**src/rtl/uart_tx.sv**
```systemverilog
// UART transmitter: drains the TX FIFO and sends 8N1-style frames LSB first,
// with back-to-back frames and no idle gap between them.
module uart_tx #(
  parameter int CLKS_PER_BIT = 868,
  parameter int DATA_BITS    = 8,
  parameter int STOP_BITS    = 1
) (
  input  logic                 clk,
  input  logic                 rst,
  input  logic [DATA_BITS-1:0] fifo_rdata,
  input  logic                 fifo_empty,
  output logic                 fifo_ren,
  output logic                 txd,
  output logic                 busy
);

  localparam int BAUD_W   = (CLKS_PER_BIT > 1) ? $clog2(CLKS_PER_BIT) : 1;
  localparam int BIT_W    = (DATA_BITS > 1) ? $clog2(DATA_BITS) : 1;
  localparam int NEXT_IDX = (DATA_BITS > 1) ? 1 : 0;

  localparam logic [BAUD_W-1:0] BAUD_LAST = BAUD_W'(CLKS_PER_BIT - 1);
  localparam logic [BIT_W-1:0]  BIT_LAST  = BIT_W'(DATA_BITS - 1);
  localparam logic              STOP_LAST = (STOP_BITS == 2);

  typedef enum logic [1:0] {
    IDLE  = 2'd0,
    START = 2'd1,
    DATA  = 2'd2,
    STOP  = 2'd3
  } state_t;

  state_t               state;
  logic [BAUD_W-1:0]    baud_cnt;
  logic [BIT_W-1:0]     bit_cnt;
  logic                 stop_cnt;
  logic [DATA_BITS-1:0] shreg;
  logic                 bit_end;
  logic                 frame_end;

  assign bit_end   = (baud_cnt == BAUD_LAST);
  assign frame_end = (state == STOP) && bit_end && (stop_cnt == STOP_LAST);

  // Pop from idle, or in the last stop cycle so the next start bit follows with no gap.
  assign fifo_ren = ~rst & ~fifo_empty & ((state == IDLE) | frame_end);

  always_ff @(posedge clk) begin
    if (rst) begin
      state    <= IDLE;
      baud_cnt <= '0;
      bit_cnt  <= '0;
      stop_cnt <= 1'b0;
      shreg    <= '0;
      txd      <= 1'b1;
      busy     <= 1'b0;
    end else begin
      if (state == IDLE || bit_end)
        baud_cnt <= '0;
      else
        baud_cnt <= baud_cnt + BAUD_W'(1);

      case (state)
        IDLE: begin
          if (fifo_ren) begin
            state <= START;
            shreg <= fifo_rdata;
            txd   <= 1'b0;
            busy  <= 1'b1;
          end
        end
        START: begin
          if (bit_end) begin
            state   <= DATA;
            bit_cnt <= '0;
            txd     <= shreg[0];
          end
        end
        DATA: begin
          if (bit_end) begin
            if (bit_cnt == BIT_LAST) begin
              state    <= STOP;
              stop_cnt <= 1'b0;
              txd      <= 1'b1;
            end else begin
              bit_cnt <= bit_cnt + BIT_W'(1);
              shreg   <= shreg >> 1;
              txd     <= shreg[NEXT_IDX];
            end
          end
        end
        STOP: begin
          if (bit_end) begin
            if (stop_cnt == STOP_LAST) begin
              if (fifo_ren) begin
                state <= START;
                shreg <= fifo_rdata;
                txd   <= 1'b0;
              end else begin
                state <= IDLE;
                txd   <= 1'b1;
                busy  <= 1'b0;
              end
            end else begin
              stop_cnt <= 1'b1;
            end
          end
        end
        default: begin
          state <= IDLE;
          txd   <= 1'b1;
          busy  <= 1'b0;
        end
      endcase
    end
  end

endmodule
```
**config.mk**
```make
export PLATFORM = sky130hd
export DESIGN_NAME = uart_tx
export DESIGN_NICKNAME = d
export VERILOG_FILES = /design/src/rtl/uart_tx.sv
export SDC_FILE = /design/constraint.sdc
export NUM_CORES = 1
export LEC_CHECK = 0
export ABC_AREA = 1
export CORE_UTILIZATION = 52
export CTS_BUF_LIST = sky130_fd_sc_hd__clkbuf_8
export DETAILED_ROUTE_END_ITERATION = 8
export PLACE_DENSITY = 0.79
export SLEW_MARGIN = 30
export SYNTH_ARGS = -nofsm -noshare
export SYNTH_HDL_FRONTEND = slang
export SYNTH_SLANG_ARGS = --single-unit
```
**constraint.sdc**
```tcl
create_clock -name clk -period 1.77 [get_ports clk]
set_clock_uncertainty 0.2 [all_clocks]
set_input_delay 0.177 -clock clk [delete_from_list [all_inputs] [get_ports clk]]
set_output_delay 0.177 -clock clk [all_outputs]
set_load 0.02 [all_outputs]
```
==> impl_metrics.csv <==
group,metric,value,unit
sta,setup_viol,10,
floorplan,fp.dieH,52.4,um
final_layout,layout-drive-gt1-share,0.339,
setup_path,critPathLaunchType,"flip-flop",
yosys,avgSynthCellArea,7.09,um^2
global_routing,overflow,0,
pwr,finalPower,2640,uW
setup_path,required,1.74,ns
setup_path,crit_path_end_kind,"flip-flop",
cts,clkLatencyLatePin,0.27,ns
setup_path,r2r_end,"shreg[1]",
global_routing,grt_max_degree,15,
setup_path,regToRegStartpoint,"state[0]",
floorplan,row_count,17,
pwr,p_leak,0.000834,uW
sta,rsz0062_at_grt,"true",
routing,drtAntennaViolNets,0,
placed_design,place_area,0.00169,mm^2
sta,hold_viol,0,
floorplan,start_util,0.574,
floorplan,coreArea,0.00230,mm^2
sta,period_needed,1.90,ns
min_path,hold_start,"txd",
setup_path,reg2reg_slack,-0.13,ns
routing,viasPerCell,5.66,
placed_design,placedCellCount,254,
yosys,ys_ff_latch,25,
setup_path,cp_max_fo,4,
routing,vias,1478,
yosys,synth.largest_area_cell,"dfxtp_1",
sta,clock.fmax,528,MHz
placed_design,dp_hpwl,2.28,mm
final_layout,n_antenna_cell,0,
floorplan,io_pins,14,
setup_path,critPathArrivalTime,1.86,ns
routing,drcViolationCount,0,
yosys,synthesis.area,0.00132,mm^2
routing,drtIter0Drc,54,
min_path,min_path_type,"reg2reg",
final_layout,final_cell_mix,"nand2_1, buf_4, nor2_1, dfxtp_1, inv_1",
yosys,async_flop_share,0,
routing,drt_pass1_iterations,4,
global_routing,antenna_found_initial,0,
final_layout,final_common_cell,"nand2_1",
yosys,ys_seq_area_frac,0.380,
final_layout,nets,253,
global_routing,grt_pass1_vias,1323,
sta,drv_slew,0,
run_status,violations,"negative setup slack",
sta,setup_ws,-0.125,ns
placed_design,io_buffer_count,13,
yosys,syn_nets,205,
sta,finalCritPeriodShare,1.07,
final_layout,utilization,0.834,
run_status,outcome,"finished, violations left",
global_routing,grt_pass1_wl,5.19,mm
cts,path_clk_slew,0.09,ns
floorplan,dieArea,0.00274,mm^2
pwr,pwr_density_cell,1370,mW/mm^2
sta,relSlewSlack,0.743,
cts,clock-sinks,25,
yosys,synth_top_area_share,0.380,
final_layout,fin_cells,261,
placed_design,gp_congestion,0.917,
yosys,yosysWarnings,0,
yosys,synth-edff-count,0,
sta,tightestPinTransition,0.385,ns
cts,clockRootBuffer,"clkbuf_8",
pwr,ir_drop,1.04,mV
min_path,min_delay_worst_endpoint,"txd",
floorplan,fp.dieW,52.4,um
global_routing,global_route.usage.total,0.259,
yosys,synthCells,186,
routing,avgRoutedWirePerCell,15.2,um
final_layout,areaGrowthSynthToFinish,45.4,%
cts,htreeDepth,1,
routing,drt-total-wl,3.96,mm
yosys,ys_types,27,
yosys,synthFlopType,"dfxtp_1",
min_path,whs_path_depth,2,
cts,cts_tree,"yes",
placed_design,dp_slack,-0.251,ns
cts,clockBufferDepth,2,
cts,cts_buffers,3,
final_layout,fin_area,0.00192,mm^2
setup_path,r2r.worst_path.cells,9,
run,maxCapViolations,0,
setup_path,critical_path_class,"reg2reg",
yosys,synth_area_leaders,"dfxtp_1, nand2_1, nor2_1",
final_layout,nFillCells,138,
[metal layers]
layer	wire length, um	vias to the layer above	track usage
li1	-	688	-
met1	1510	688	0.263
met2	2030	73	0.500
met3	168	29	0.0290
met4	247	0	0.145
met5	0	-	0
[Yosys cell counts, types with 3 or more instances]
library cell,count
o21ai_0,3
o21ai_1,6
nand3_1,9
inv_1,18
nand2_2,5
ha_1,8
nor2_1,33
nor2_2,3
nor3_1,3
nand2_1,44
a21oi_1,9
dfxtp_1,25
[cell type report]
cell class	count	area, um^2	area share
sequential	25	505	0.264
tap	28	35.0	0.0183
inverter	18	76.3	0.0398
clock inverter	1	5.00	0.00261
multi-input combinational	139	848	0.443
timing repair buffer	47	405	0.211
clock buffer	3	41.3	0.0215
[critical path: stages, from the launching register on]
cell and delay [ns]:
dfxtp_2 0.36, buf_4 0.15, ha_1 0.21, inv_1 0.13
nand2_2 0.13, o22ai_4 0.20, nand2_4 0.10, buf_6 0.14
o21ai_4 0.12, nor2_1 0.07
[what timing repair did]
| action | in CTS | in global routing |
|---|---|---|
| gates resized for setup | 19 | 30 |
| buffers inserted | 2 | 1 |
| pin swaps | 5 | 12 |
| hold endpoints to repair | 0 | 0 |
| hold buffers | 0 | 0 |
| endpoints found under the setup margin | 15 | 19 |
[power breakdown]
group | internal (uW) | switching (uW)
sequential | 695 | 99.5
combinational | 654 | 841
clock | 158 | 188
total | 1510 | 1130
[state kept, by name, summed over array words and instances, names as in the netlist]
name,flops
busy,1
state,2
shreg,8
baud_cnt,10
txd,1
bit_cnt,3
[through the flow]
stage	hold slack [ns]	setup TNS [ns]
after floorplan	0.0387	0
after global placement	0.235	-0.346
after detailed placement	0.239	-1.32
after CTS	0.253	-0.0260
after global routing	0.277	-1.22
final	0.276	-0.789
[kinds of logic after synthesis]
group / synth area share
compound gates: 0.108
xor+xnor: 0.0199
fa+ha+maj: 0.0759
buf+inv: 0.0702
flops: 0.380
simple gates: 0.346
[worst max path at each step]
stage	startpoint	end	slack, ns	depth (start not counted)
4_1_cts	baud_cnt[1]	shreg[1]	-0.01	12
6_report	state[0]	shreg[1]	-0.13	9
2_1_floorplan	state[0]	shreg[2]	0.03	10
5_1_grt	state[0]	shreg[1]	-0.13	9
3_3_place_gp	rst	fifo_ren	-0.18	6
3_5_place_dp	rst	fifo_ren	-0.25	6
Note: power is estimated with default switching activity, not from simulation.
